==> src/rtl/cordic_pkg.sv <==
// Shared types and constants for the CORDIC controller: FSM state encoding
// and the arctangent table in Q1.31 (0x80000000 = 180 degrees).
package cordic_pkg;

  localparam int unsigned LUT_DEPTH = 16;

  typedef enum logic [1:0] {
    ST_IDLE,
    ST_BUSY,
    ST_DONE
  } state_e;

  // Entry k = round(atan(2^-k) / pi * 2^31).
  function automatic logic [31:0] atan_lut(input logic [3:0] k);
    case (k)
      4'd0:    atan_lut = 32'h2000_0000;
      4'd1:    atan_lut = 32'h12E4_051D;
      4'd2:    atan_lut = 32'h09FB_385B;
      4'd3:    atan_lut = 32'h0511_11D4;
      4'd4:    atan_lut = 32'h028B_0D43;
      4'd5:    atan_lut = 32'h0145_D7E1;
      4'd6:    atan_lut = 32'h00A2_F61E;
      4'd7:    atan_lut = 32'h0051_7C55;
      4'd8:    atan_lut = 32'h0028_BE53;
      4'd9:    atan_lut = 32'h0014_5F2F;
      4'd10:   atan_lut = 32'h000A_2F98;
      4'd11:   atan_lut = 32'h0005_17CC;
      4'd12:   atan_lut = 32'h0002_8BE6;
      4'd13:   atan_lut = 32'h0001_45F3;
      4'd14:   atan_lut = 32'h0000_A2FA;
      default: atan_lut = 32'h0000_517D;
    endcase
  endfunction

endpackage

==> src/rtl/cordic.sv <==
// Single combinational CORDIC micro-rotation. Circular mode (i_mode = 1)
// rotates x/y; linear mode holds x and only accumulates into y.
module cordic #(
  parameter int p_WIDTH = 32
) (
  input  logic               i_mode,
  input  logic [p_WIDTH-1:0] i_x,
  input  logic [p_WIDTH-1:0] i_y,
  input  logic [p_WIDTH-1:0] i_z,
  input  logic               i_d,
  input  logic [4:0]         i_shift_amnt,
  input  logic [p_WIDTH-1:0] i_lut,
  output logic [p_WIDTH-1:0] o_xnext,
  output logic [p_WIDTH-1:0] o_ynext,
  output logic [p_WIDTH-1:0] o_znext,
  output logic               o_dnext
);

  logic signed [p_WIDTH-1:0] x_sh;
  logic signed [p_WIDTH-1:0] y_sh;

  assign x_sh = $signed(i_x) >>> i_shift_amnt;
  assign y_sh = $signed(i_y) >>> i_shift_amnt;

  always_comb begin
    // NOTE: every output gets a default first so no path leaves it unassigned (no latch).
    o_xnext = i_x;
    o_ynext = i_y;
    o_znext = i_z;
    if (i_d) begin
      o_xnext = i_x - y_sh;
      o_ynext = i_y + x_sh;
      o_znext = i_z - i_lut;
    end else begin
      o_xnext = i_x + y_sh;
      o_ynext = i_y - x_sh;
      o_znext = i_z + i_lut;
    end
    if (!i_mode) o_xnext = i_x;
  end

  // Next direction follows the sign of the residual angle.
  assign o_dnext = ~o_znext[p_WIDTH-1];

endmodule

==> src/rtl/cordic_controller.sv <==
// Iterative CORDIC controller: accepts one operand set, runs p_ITER
// micro-rotations through a shared stage, then holds the result until taken.
module cordic_controller
  import cordic_pkg::*;
#(
  parameter int p_WIDTH = 32,
  parameter int p_ITER  = 10
) (
  input  logic               i_clk,
  input  logic               i_rst,
  input  logic               i_valid,
  output logic               o_ready,
  input  logic               i_mode,
  input  logic [p_WIDTH-1:0] i_x,
  input  logic [p_WIDTH-1:0] i_y,
  input  logic [p_WIDTH-1:0] i_z,
  output logic               o_valid,
  input  logic               i_ready,
  output logic [p_WIDTH-1:0] o_x,
  output logic [p_WIDTH-1:0] o_y,
  output logic [p_WIDTH-1:0] o_z,
  output logic               o_busy
);

  localparam logic [4:0] LAST_CNT = 5'(p_ITER - 1);
  localparam int unsigned LUT_AW  = $clog2(LUT_DEPTH);

  state_e             state_q;
  logic [4:0]         cnt_q;
  logic [p_WIDTH-1:0] x_q, y_q, z_q;
  logic               d_q, mode_q;
  logic               ready_q, valid_q, busy_q;

  logic [p_WIDTH-1:0] x_d, y_d, z_d;
  logic               d_d;
  logic [31:0]        lut32;
  logic [p_WIDTH-1:0] lut_w;

  assign lut32 = atan_lut(cnt_q[LUT_AW-1:0]);

  // Table is Q1.31; align its binary point to the datapath width.
  generate
    if (p_WIDTH == 32) begin : g_lut_eq
      assign lut_w = lut32;
    end else if (p_WIDTH > 32) begin : g_lut_wide
      assign lut_w = {lut32, {(p_WIDTH-32){1'b0}}};
    end else begin : g_lut_narrow
      assign lut_w = lut32[31 -: p_WIDTH];
    end
  endgenerate

  cordic #(.p_WIDTH(p_WIDTH)) u_stage (
    .i_mode       (mode_q),
    .i_x          (x_q),
    .i_y          (y_q),
    .i_z          (z_q),
    .i_d          (d_q),
    .i_shift_amnt (cnt_q),
    .i_lut        (lut_w),
    .o_xnext      (x_d),
    .o_ynext      (y_d),
    .o_znext      (z_d),
    .o_dnext      (d_d)
  );

  always_ff @(posedge i_clk or posedge i_rst) begin
    // NOTE: state registers use non-blocking assignments so every register samples pre-edge values.
    if (i_rst) begin
      state_q <= ST_IDLE;
      cnt_q   <= '0;
      x_q     <= '0;
      y_q     <= '0;
      z_q     <= '0;
      d_q     <= 1'b1;
      mode_q  <= 1'b0;
      ready_q <= 1'b0;
      valid_q <= 1'b0;
      busy_q  <= 1'b0;
    end else begin
      case (state_q)
        ST_IDLE: begin
          ready_q <= 1'b1;
          if (i_valid && ready_q) begin
            x_q     <= i_x;
            y_q     <= i_y;
            z_q     <= i_z;
            mode_q  <= i_mode;
            d_q     <= ~i_z[p_WIDTH-1];
            cnt_q   <= '0;
            ready_q <= 1'b0;
            busy_q  <= 1'b1;
            state_q <= ST_BUSY;
          end
        end
        ST_BUSY: begin
          x_q <= x_d;
          y_q <= y_d;
          z_q <= z_d;
          d_q <= d_d;
          // Counter parks on the last index so no out-of-range shift reaches the stage.
          if (cnt_q == LAST_CNT) begin
            busy_q  <= 1'b0;
            valid_q <= 1'b1;
            state_q <= ST_DONE;
          end else begin
            cnt_q <= cnt_q + 5'd1;
          end
        end
        ST_DONE: begin
          if (i_ready) begin
            valid_q <= 1'b0;
            ready_q <= 1'b1;
            state_q <= ST_IDLE;
          end
        end
        default: state_q <= ST_IDLE;
      endcase
    end
  end

  assign o_ready = ready_q;
  assign o_valid = valid_q;
  assign o_busy  = busy_q;
  assign o_x     = x_q;
  assign o_y     = y_q;
  assign o_z     = z_q;

endmodule
==> config.mk <==
export PLATFORM = sky130hd
export DESIGN_NAME = cordic_controller
export DESIGN_NICKNAME = d
export VERILOG_FILES = /design/src/rtl/cordic_pkg.sv /design/src/rtl/cordic.sv /design/src/rtl/cordic_controller.sv
export SDC_FILE = /design/constraint.sdc
export NUM_CORES = 1
export LEC_CHECK = 0
export BUFFER_PORTS_ARGS = -buffer_cell sky130_fd_sc_hd__clkbuf_2
export CORE_MARGIN = 2
export CORE_UTILIZATION = 56
export CTS_CLUSTER_SIZE = 12
export DETAILED_ROUTE_END_ITERATION = 8
export GPL_TIMING_DRIVEN = 1
export PLACE_DENSITY = 0.8
export SYNTH_ARGS = -nofsm -noshare
export SYNTH_HDL_FRONTEND = slang
export SYNTH_HIERARCHICAL = 1
export SYNTH_SLANG_ARGS = --single-unit
==> constraint.sdc <==
create_clock -name i_clk -period 5.8 [get_ports i_clk]
set_input_delay 0.29 -clock i_clk [delete_from_list [all_inputs] [get_ports i_clk]]
set_output_delay 0.29 -clock i_clk [all_outputs]
set_load 0.02 [all_outputs]
Word-level counts from Yosys, hierarchy flattened
Memories as Yosys holds them, arrays and structs flattened.
Cells that the tools add are included.
{"block": "op_classes", "n_shift": 2, "addsub": 7, "n_eq_ne": 8, "n_reduce_logical": 13, "muxes": 28, "bitwise_logic": 2}
{"cell": "32-bit 2-to-1 mux", "n": 7}
{"cell": "32-bit one-hot mux with 2 select lines", "n": 3}
{"cell": "32-bit adder", "n": 3}
{"cell": "32-bit subtractor", "n": 3}
{"cell": "32-bit by 5-bit >>> shifter with 32-bit output", "n": 2}
{"cell": "3-bit AND reduction", "n": 5}
{"cell": "5-bit 2-to-1 mux", "n": 2}
{"cell": "2-bit inequality test, second input constant", "n": 5}
{"cell": "5-bit one-hot mux with 2 select lines", "n": 1}
{"cell": "1-bit one-hot mux with 2 select lines", "n": 4}
{"cell": "1-bit 2-to-1 mux", "n": 7}
{"cell": "2-bit 2-to-1 mux", "n": 3}
{"cell": "2-bit one-hot mux with 3 select lines", "n": 1}
{"cell": "2-bit AND reduction", "n": 3}
{"cell": "2-bit nonzero test", "n": 3}
{"cell": "5-bit by 1-bit adder with 5-bit output, second input constant", "n": 1}
{"cell": "5-bit by 4-bit == test with 1-bit output, second input constant", "n": 1}
{"cell": "2-bit by 1-bit == test with 1-bit output, second input constant", "n": 1}
{"cell": "2-bit == test, second input constant", "n": 1}
{"cell": "2-bit logical NOT", "n": 1}
{"cell": "1-bit NOT", "n": 2}
{"cell": "1-bit logical AND", "n": 1}
{"block": "word_totals", "out_inout_bits": 99, "word_cells": 71, "ff_bits": 108, "input_bits": 101, "n_memories": 1, "rom_bits": 480}
{"name": "(no name shown)", "words": 16, "width": 30, "rd": 1, "rd_ports_with_merged_regs": 0, "wr": 0, "line": "cordic_pkg.sv:15", "source": "case (k)"}

Logic depth before layout (Yosys ltp)
Gate-level depths: netlist of the first run.
{"block": "logic_depth", "word_depth": 5, "depth_mapped": 30, "depth_no_buf": 26}

Cells and area by module
Netlist of the first run, hierarchy kept.
{"module": "cordic", "instances": 1, "area_each_um2": 11212.0, "cells_each": 1440, "seq_area_each_um2": 0.0}
{"module": "cordic_controller", "instances": 1, "area_each_um2": 6702.7, "cells_each": 472, "seq_area_each_um2": 2703.8}

Worst setup path after synthesis of the first run
No wires, ideal clock.
{"block": "synth_timing", "path_type": "register to register", "start": "reg cnt_q[0]", "end": "reg y_q[29] (netlist: o_y[29])", "path_slack_ns": -0.499, "t_required_ns": 5.675, "period_less_slack_ns": 6.299, "arrival_ns": 6.174, "setup_time_ns": 0.125, "path_stages_with_launch": 29, "n_path_buf": 6, "path_cell_list": "dfrtp_1 -> buf_6 -> buf_12 -> buf_6 -> buf_6 -> clkbuf_1 -> mux4_2 -> mux4_2 -> a21oi_1 -> ha_1 -> nor2b_1 -> and2_1 -> and4_1 -> clkbuf_1 -> a31oi_1 -> xnor2_1 -> ha_1 -> a21o_1 -> a21o_1 -> a21oi_1 -> o21a_1 -> o21ai_0 -> a2111oi_0 -> o31ai_1 -> a21o_1 -> a21oi_1 -> xnor2_1 -> mux2_4 -> mux2_4"}
{"block": "synth_via", "elab_chain_len": 4, "word_cells_on_any_way": 5, "classes_between": "2 x add/sub; 1 x shift; 2 x mux"}
{"element": "start, declared", "line": "cordic_controller.sv:29", "source": "logic [4:0] cnt_q;"}
{"element": "start signal, assigned", "line": "cordic_controller.sv:106", "source": "cnt_q <= cnt_q + 5'd1;"}
{"element": "32-bit by 5-bit >>> shifter with 32-bit output *", "line": "cordic.sv:22", "source": "assign x_sh = $signed(i_x) >>> i_shift_amnt;"}
{"element": "32-bit subtractor / 32-bit adder (equally long branches)", "line": "cordic.sv:36, cordic.sv:32"}
{"element": "32-bit 2-to-1 mux *", "line": "cordic.sv:30", "source": "if (i_d) begin"}
{"element": "via y_d[29]", "line": "cordic_controller.sv:34", "source": "logic [p_WIDTH-1:0] x_d, y_d, z_d;"}
{"element": "32-bit one-hot mux with 2 select lines *", "line": "cordic_controller.sv:80", "source": "case (state_q)"}
{"element": "end signal, assigned", "line": "cordic_controller.sv:85", "source": "y_q <= i_y;"}
{"element": "end signal, assigned", "line": "cordic_controller.sv:97", "source": "y_q <= y_d;"}
{"element": "end, declared", "line": "cordic_controller.sv:30", "source": "logic [p_WIDTH-1:0] x_q, y_q, z_q;"}
The timed path passes the listed nets; every way through them passes the cells marked *.
A chain may end at the register's enable or synchronous reset.

Worst setup path after layout of the first run
{"block": "layout_timing", "start": "reg cnt_q[0]", "end": "reg y_q[28] (netlist: o_y[28])"}
The elaborated chain is that of the path after synthesis.

==> results of run 1 <==
[worst max-delay path, stage by stage, from the launching register on]
cell and delay, ns:
dfrtp_4 0.51, buf_12 0.14, buf_4 0.13, buf_12 0.13
mux4_2 0.47, mux4_2 0.56, buf_6 0.16, nor3_4 0.15
a31oi_4 0.06, nor2b_4 0.15, and3_4 0.20, a21oi_1 0.07
xor2_1 0.31, ha_1 0.33, a21o_1 0.20, a21o_1 0.19
a211oi_2 0.20, nor2_2 0.09, o311ai_4 0.35, a31oi_4 0.15
a311o_1 0.41, a21oi_2 0.16, xnor2_1 0.07, mux2_4 0.27
mux2_4 0.26
[layout make-up]
cell class,count,area [um2],area share (%)
multi-input combinational,1629,15200,63.7
clock buffer,10,239,0.999
timing repair buffer,664,4880,20.4
inverter,71,273,1.14
clock inverter,6,71.3,0.298
sequential,108,2720,11.4
tap,402,503,2.10
[state kept, by name, summed over array words and instances, names as in the netlist]
signal	cells
o_x	32
o_y	32
o_z	32
cnt_q	5
state_q	2
d_q	1
mode_q	1
o_busy	1
o_ready	1
o_valid	1
[through the flow]
step / setup WS, ns / area, um2 / util (%) / instances / TNS (ns)
after floorplan: -0.0468 / 18000 / - / 1914 / -0.0468
after global placement: -0.168 / 21900 / 69.4 / 2812 / -0.959
after detailed placement: -0.287 / 21900 / 69.4 / 2812 / -2.63
after CTS: -0.0322 / 22900 / 72.5 / 2854 / -0.0696
after global routing: -0.255 / 23900 / 75.8 / 2890 / -2.47
final: -0.0573 / 23900 / 75.8 / 2890 / -0.130
[cells in the final DEF, fill, tap and decap left out, types with 26 or more instances in the layout]
master / Yosys / layout
mux2_2: 69 / 63
a21oi_1: 149 / 121
a21o_1: 44 / 44
mux4_2: 74 / 85
xnor2_1: 109 / 107
ha_1: 104 / 93
nand2b_1: 27 / 27
clkbuf_2: 0 / 199
a31oi_1: 35 / 29
nand2_1: 131 / 125
nor2_1: 143 / 134
a21oi_2: 0 / 26
dfrtp_1: 107 / 102
mux2_4: 170 / 176
mux2i_1: 38 / 32
o21ai_0: 95 / 66
inv_1: 66 / 62
xor2_1: 56 / 54
buf_4: 14 / 424
[layer usage]
| metal | GRT usage (%) | vias to the layer above | part of all wire [%] |
|---|---|---|---|
| met1 | 50.1 | 9214 | 39 |
| met2 | 65.0 | 1175 | 48 |
| met3 | 5.68 | 220 | 8.8 |
| met4 | 15.2 | 0 | 4.5 |
| met5 | 0 | - | 0 |
| li1 | - | 8300 | - |
[synthesized netlist by cell type (7+ instances only)]
| library cell | count | area [um2] |
|---|---|---|
| buf_1 | 13 | 48.8 |
| dfrtp_1 | 107 | 2680 |
| and2_1 | 18 | 113 |
| nand2_1 | 131 | 492 |
| mux2_2 | 69 | 777 |
| o21a_1 | 16 | 120 |
| a21oi_1 | 149 | 746 |
| nand4_1 | 7 | 43.8 |
| inv_1 | 66 | 248 |
| a22oi_1 | 7 | 52.6 |
| a211oi_1 | 21 | 158 |
| mux4_2 | 74 | 1670 |
| or3_1 | 14 | 87.6 |
| or2_2 | 7 | 43.8 |
| xor2_1 | 56 | 490 |
| nor2b_1 | 27 | 169 |
| nor3_1 | 39 | 195 |
| and3_1 | 15 | 93.8 |
| nand3_1 | 26 | 130 |
| o211ai_1 | 13 | 97.6 |
| nor3b_1 | 10 | 75.1 |
| o21bai_1 | 11 | 82.6 |
| buf_6 | 11 | 124 |
| o21ai_0 | 95 | 475 |
| a21o_1 | 44 | 330 |
| clkbuf_1 | 37 | 139 |
| mux2_4 | 170 | 2550 |
| mux4_1 | 14 | 368 |
| nor2_1 | 143 | 537 |
| buf_12 | 11 | 220 |
| mux2i_1 | 38 | 380 |
| a221oi_1 | 7 | 61.3 |
| ha_1 | 104 | 1300 |
| xnor2_1 | 109 | 955 |
| buf_2 | 19 | 95.1 |
| o31ai_1 | 14 | 105 |
| a31oi_1 | 35 | 219 |
| buf_4 | 14 | 105 |
| nand2b_1 | 27 | 169 |
[timing repair]
item / 4_1_cts / 5_1_grt
buffers inserted: 22 / 39
gates cloned: 4 / 2
pin swaps: 36 / 115
setup endpoints to repair: 21 / 38
gates resized for setup: 86 / 185
[worst paths after layout]
| kind | to | slack, ns | depth (start not counted) |
|---|---|---|---|
| setup / recovery | o_y[28]$_DFFE_PP0P_ | -0.06 | 24 |
| hold / removal | o_y[15]$_DFFE_PP0P_ | 0.05 | 2 |
| setup reg to reg | o_y[28]$_DFFE_PP0P_ | -0.06 | 24 |
| hold reg to reg | o_busy$_DFFE_PP0P_ | 0.51 | 1 |
| max in group asynchronous | cnt_q[2]$_DFFE_PP0P_ | 4.43 | 3 |
| min in group i_clk | mode_q$_DFFE_PP0P_ | 0.12 | 3 |
[cells by family after synthesis]
logic type | Yosys count
simple gates | 505
compound gates | 483
mux | 366
buf+inv | 177
xor+xnor | 165
flops | 108
fa+ha+maj | 107
other cells | 1
==> impl_metrics.toml, run 1 <==
[final_layout]
fill_cells = 2177
area_growth_syn_to_layout_pct = 33.6
diodes = 0
layout.nets = 2691
drive_above_1_share_pct = 48.7

[drt]
drtIter0Drc = 1874
wirelength_um = 68000
vias_per_cell = 6.54
wl_per_cell_um = 23.5
drc = 0
final_antenna_net_count = 0
dr_total_vias = 18900
dr.pass1.iters = 6

[cts]
cts_buffers = 9
htreeDepth = 3
cts-root-buf = "clkbuf_16"
cts_hold_buf = 0
clock_sinks = 108
cts_tree = "built"
clk_latency_ns = 0.40
clockBufferDepth = 2
path_clk_slew_ns = 0.09

[worst_setup_path]
cp.arrival_ns = 6.15
worst_setup_path_end_kind = "flip-flop"
start_kind = "flip-flop"
crit_path_start = "cnt_q[0]$_DFFE_PP0P_"
crit_type = "reg2reg"
cp_max_fo = 5
cp.required_ns = 6.09
timing.rr.start = "cnt_q[0]$_DFFE_PP0P_"

[grt]
antenna_found_initial = 0
grt_usage_pct = 38.6
gr-total-overflow = 0
grt_max_degree = 60
grt_pass1_wl_um = 101000
first_global_vias = 18100

[floorplanning]
die_h_um = 183
die-width_um = 183
initial_core_util_pct = 56.8
core.rowCount = 65
fp.coreArea_mm2 = 0.0316
io_pins = 200
die_area_mm2 = 0.0334

[yosys]
synth_top_family_by_area = "multiplexers"
synth_seq_cells = 108
seq_area_frac_synth_pct = 15.1
avgSynthCellArea_um2 = 9.37
netlist_area_mm2 = 0.0179
synth_edf_count = 0
synth_simple_gate_area_share_pct = 14.1
synth_mux_area_share_pct = 32.1
ys.flop_type = "dfrtp_1"
synthXorXnorAreaFrac_pct = 8.07
yosysWarnings = 6
synthCells = 1912
synth-async-reset-ratio_pct = 100
yosys.area_share.adder_pct = 7.60
synthDistinctLibCells = 95
synth_compound_area_share_pct = 17.3

[timing]
tightest_slew_ns = 0.866
fin_skew_ns = 0.0119
finalHoldViolCount = 0
finalCritPeriodShare_pct = 101
period_needed_ns = 5.86
fmax_ghz = 0.171
rsz0062_at_grt = "yes"
hold-worst-slack_ns = 0.0510
slew_viol_final = 0
max-slew-margin-rel_pct = 42.2
setup_viol = 4
layout_setup_ws_ns = -0.0573

[place]
port-buffer-count = 199
place_hpwl_um = 50500
gp_congestion = 0.988

[worst_hold_path]
holdCritPathClass = "in2async"

[job]
cap_viol_max_count = 0

[status]
violations = "setup timing"
outcome = "finished with violations"
Power of run 1 is left out: the tool's default activity adds up to more than one toggle a clock period on the data nets, which glitch-free logic cannot reach.
==> run 2: changes to the inputs <==
==> constraint.sdc (replaced) <==
create_clock -name i_clk -period 5.8 [get_ports i_clk]
set_input_delay 1.16 -clock i_clk [delete_from_list [all_inputs] [get_ports i_clk]]
set_output_delay 1.16 -clock i_clk [all_outputs]
set_load 0.02 [all_outputs]
==> impl_metrics.toml, run 2 (synthesized netlist as in run 1, its figures left out) <==
[grt]
gr-usage-met3_pct = 6.99
grt_busiest_layer = "met2"
antenna_found_initial = 1
first_global_vias = 18300
grt_use_met2_pct = 64.2
met1_usage_pct = 49.3
grt_max_degree = 52
grt_usage_pct = 38.6
gr-total-overflow = 0
grt_pass1_wl_um = 101000

[final_layout]
utilization_pct = 75.2
layout.nets = 2697
area_growth_syn_to_layout_pct = 32.4
drive_above_1_share_pct = 48.7
layout_common_cells = "buf_4, clkbuf_2, mux2_4"
mostFrequentLayoutCell = "buf_4"
diodes = 0

[drt]
dr.pass1.iters = 7
drc = 0
final_antenna_net_count = 0
vias_per_cell = 6.55
dr_total_vias = 19000
wirelength_um = 67900
wl_per_cell_um = 23.5
drtIter0Drc = 2181

[cts]
cts_hold_buf = 0
clock_sinks = 108
clockBufferDepth = 2
htreeDepth = 3
cts_buffers = 9
clk_latency_ns = 0.40
cts_tree = "built"
cts-root-buf = "clkbuf_16"
path_clk_slew_ns = 0.09

[timing]
period_needed_ns = 6.13
max-slew-margin-rel_pct = 41.1
finalHoldViolCount = 0
fin_skew_ns = 0.00840
finalCritPeriodShare_pct = 106
tightest_slew_ns = 0.883
rsz0062_at_grt = "yes"
fmax_ghz = 0.163
setup_viol = 13
slew_viol_final = 0
fin_tns_setup_ns = -1.73
layout_setup_ws_ns = -0.328

[place]
place_hpwl_um = 50200
port-buffer-count = 199
dp_slack_ns = -0.350
gp_congestion = 1.02

[worst_hold_path]
holdPathEnd = "o_busy$_DFFE_PP0P_"
holdCritPathClass = "reg2reg"
hold-path-cell-count = 1
min-delay-start = "o_busy$_DFFE_PP0P_"

[worst_setup_path]
cp_max_fo = 8
worst-r2r-cell-count = 24
r2r-end = "o_y[28]$_DFFE_PP0P_"
cp.required_ns = 6.09
crit_type = "reg2reg"
worst_setup_path_end_kind = "flip-flop"
rrSetupSlack_ns = -0.33
start_kind = "flip-flop"
timing.rr.start = "cnt_q[0]$_DFFE_PP0P_"
cp.arrival_ns = 6.41

[floorplanning]
io_pins = 200
initial_core_util_pct = 56.8
die_area_mm2 = 0.0334
die_h_um = 183
fp.coreArea_mm2 = 0.0316
core.rowCount = 65
die-width_um = 183

[status]
outcome = "finished with violations"
violations = "setup timing"

[job]
cap_viol_max_count = 0
[run 2: final cells by class]
type / count / area [um2]
clock buffers: 11 / 253
repair buffers: 670 / 4840
well taps: 402 / 503
inverters: 71 / 275
clock inverters: 4 / 32.5
fillers: 2142 / 7830
multi-input cells: 1629 / 15100
flip-flops and latches: 108 / 2720
[run 2: metal layers]
layer	wire, um	vias to the layer above	share of wire [%]
met1	26500	9225	39
met5	11	-	0.016
li1	-	8315	-
met3	6310	247	9.3
met2	31500	1162	46
met4	3600	2	5.3
[run 2: worst max path at each step]
| stage | start | end | slack, ns | depth (start not counted) |
|---|---|---|---|---|
| 5_1_grt | cnt_q[0]$_DFFE_PP0P_ | o_y[28]$_DFFE_PP0P_ | -0.36 | 27 |
| 3_3_place_gp | cnt_q[0]$_DFFE_PP0P_ | o_y[28]$_DFFE_PP0P_ | -0.28 | 25 |
| 4_1_cts | cnt_q[0]$_DFFE_PP0P_ | o_x[31]$_DFFE_PP0P_ | -0.03 | 27 |
| 6_report | cnt_q[0]$_DFFE_PP0P_ | o_y[28]$_DFFE_PP0P_ | -0.33 | 24 |
| 3_5_place_dp | cnt_q[0]$_DFFE_PP0P_ | o_y[28]$_DFFE_PP0P_ | -0.35 | 25 |
| 2_1_floorplan | cnt_q[1]$_DFFE_PP0P_ | o_y[29]$_DFFE_PP0P_ | -0.05 | 27 |
[run 2: what timing repair did]
action | in CTS | in global routing
buffers inserted | 25 | 39
gates resized for setup | 95 | 160
hold endpoints to repair | 0 | 0
cloned | 2 | 1
pin swaps | 44 | 127
endpoints found under the setup margin | 25 | 34
[run 2: through the flow]
| stage | cell area [um2] | std cells | hold WS, ns |
|---|---|---|---|
| global placement | 21900 | 2819 | 0.499 |
| floorplan | 18000 | 1914 | 0.440 |
| CTS | 22800 | 2860 | 0.551 |
| detailed placement | 21900 | 2819 | 0.523 |
| global route | 23700 | 2895 | 0.562 |
| finish | 23700 | 2895 | 0.545 |
[run 2: worst max-delay path: stages (launching register included)]
cell,delay [ns]
dfrtp_4,0.58
buf_6,0.15
buf_12,0.12
mux4_1,0.59
mux4_2,0.55
nor3_2,0.19
a31oi_1,0.10
nor3_2,0.25
and2_4,0.20
nor2_4,0.05
xnor2_4,0.24
ha_4,0.25
a21o_1,0.18
a21o_1,0.19
a21o_1,0.21
a211oi_2,0.24
nor2_1,0.11
o311ai_1,0.31
buf_4,0.20
a31oi_4,0.10
a311o_1,0.42
a21oi_2,0.17
xnor2_1,0.09
mux2_4,0.26
mux2_4,0.25
Power of run 2 is left out for the same reason.
==> run 3: changes to the inputs <==
SKIP_CTS_REPAIR_TIMING = 1   (was default)
TNS_END_PERCENT = 5   (was default)
==> impl_metrics.toml, run 3 (synthesized netlist as in run 1, its figures left out) <==
[worst_setup_path]
start_kind = "flip-flop"
cp_max_fo = 5
crit_type = "reg2reg"
worst_setup_path_end_kind = "flip-flop"
cp.arrival_ns = 6.21
cp.required_ns = 6.10
worst-r2r-cell-count = 24

[floorplanning]
die_area_mm2 = 0.0334
fp.coreArea_mm2 = 0.0316
die-width_um = 183
initial_core_util_pct = 56.8
die_h_um = 183
io_pins = 200
core.rowCount = 65

[timing]
finalHoldViolCount = 0
layout_setup_ws_ns = -0.114
fin_skew_ns = 0.0193
slew_viol_final = 0
tightest_slew_ns = 1.02
setup_viol = 14
max-slew-margin-rel_pct = 32.3
fin_tns_setup_ns = -0.680
rsz0062_at_grt = "yes"
period_needed_ns = 5.91
finalCritPeriodShare_pct = 102
fmax_ghz = 0.169

[drt]
drc = 0
dr.pass1.iters = 6
dr_total_vias = 18200
drtIter0Drc = 2152
wl_per_cell_um = 22.5
wirelength_um = 63800
final_antenna_net_count = 0
vias_per_cell = 6.42

[status]
outcome = "finished with violations"
violations = "setup timing"

[final_layout]
drive_above_1_share_pct = 44.4
area_growth_syn_to_layout_pct = 27.4
diodes = 0
layout_common_cells = "buf_4, clkbuf_2, mux2_4"
ff_latch_area_mm2 = 0.00272
final_area_mm2 = 0.0228
multiInputGateArea_mm2 = 0.0147
mostFrequentLayoutCell = "buf_4"
layout.nets = 2641
fill_cells = 2308

[worst_hold_path]
holdCritPathClass = "reg2reg"
hold-path-cell-count = 1

[place]
place_hpwl_um = 50100
dpl-instance-area_mm2 = 0.0217
gp_congestion = 1.06
dp_slack_ns = -0.422
port-buffer-count = 199

[cts]
path_clk_slew_ns = 0.09
htreeDepth = 3
cts-root-buf = "clkbuf_16"
clockBufferDepth = 2
cts_buffers = 9
cts_tree = "built"
clock_sinks = 108
clk_latency_ns = 0.41

[job]
cap_viol_max_count = 0

[grt]
first_global_vias = 17700
grt_usage_pct = 37.1
gr-total-overflow = 0
grt_pass1_wl_um = 97900
grt_max_degree = 56
antenna_found_initial = 0
-- run 3: layout make-up --
| cell class | count | share of cell area (%) |
|---|---|---|
| Multi-Input combinational cell | 1629 | 64.2 |
| Timing Repair Buffer | 614 | 19.2 |
| Sequential cell | 108 | 11.9 |
| Tap cell | 402 | 2.20 |
| Inverter | 71 | 1.19 |
| Clock buffer | 9 | 0.986 |
| Clock inverter | 7 | 0.356 |
-- run 3: metal layers --
metal / GRT usage (%) / up-vias / share of wire (%)
met5: 0 / - / 0
met4: 12.8 / 0 / 3.8
met3: 7.03 / 167 / 8.4
met2: 61.9 / 1002 / 47
met1: 48.4 / 8863 / 41
li1: - / 8201 / -
-- run 3: critical path: stages (launching register included) --
cell and delay [ns]:
dfrtp_4 0.46, buf_12 0.15, buf_12 0.12, mux4_1 0.62, o22ai_1 0.25, nor2_1 0.11
a221oi_2 0.38, nor3b_4 0.26, nand4b_1 0.25, buf_4 0.24, o31ai_4 0.19, xnor2_1 0.16
ha_1 0.27, and3_4 0.19, and2_4 0.16, a21oi_2 0.12, nand2_1 0.09, a211oi_2 0.26
a211oi_2 0.13, o21ai_1 0.21, a31oi_1 0.13, or3_1 0.32, a31o_2 0.25, mux2_4 0.25
mux2_4 0.25
-- run 3: per-stage QoR --
| stage | cells | hold WS (ns) | util [%] |
|---|---|---|---|
| floorplan | 1914 | 0.440 | - |
| global placement | 2795 | 0.508 | 68.9 |
| detailed placement | 2795 | 0.497 | 68.9 |
| CTS | 2811 | 0.525 | 69.9 |
| global route | 2840 | 0.573 | 72.4 |
| finish | 2840 | 0.530 | 72.4 |
-- run 3: worst paths after layout --
| kind | from | end | slack (ns) |
|---|---|---|---|
| worst max-delay path | cnt_q[0]$_DFFE_PP0P_ | o_x[28]$_DFFE_PP0P_ | -0.11 |
| worst min-delay path | o_busy$_DFFE_PP0P_ | o_busy$_DFFE_PP0P_ | 0.53 |
| worst max register to register | cnt_q[0]$_DFFE_PP0P_ | o_x[28]$_DFFE_PP0P_ | -0.11 |
| worst min register to register | o_busy$_DFFE_PP0P_ | o_busy$_DFFE_PP0P_ | 0.53 |
| max in group asynchronous | i_rst | o_x[18]$_DFFE_PP0P_ | 4.01 |
| min in group asynchronous | i_rst | o_y[12]$_DFFE_PP0P_ | 0.77 |
Power of run 3 is left out for the same reason.
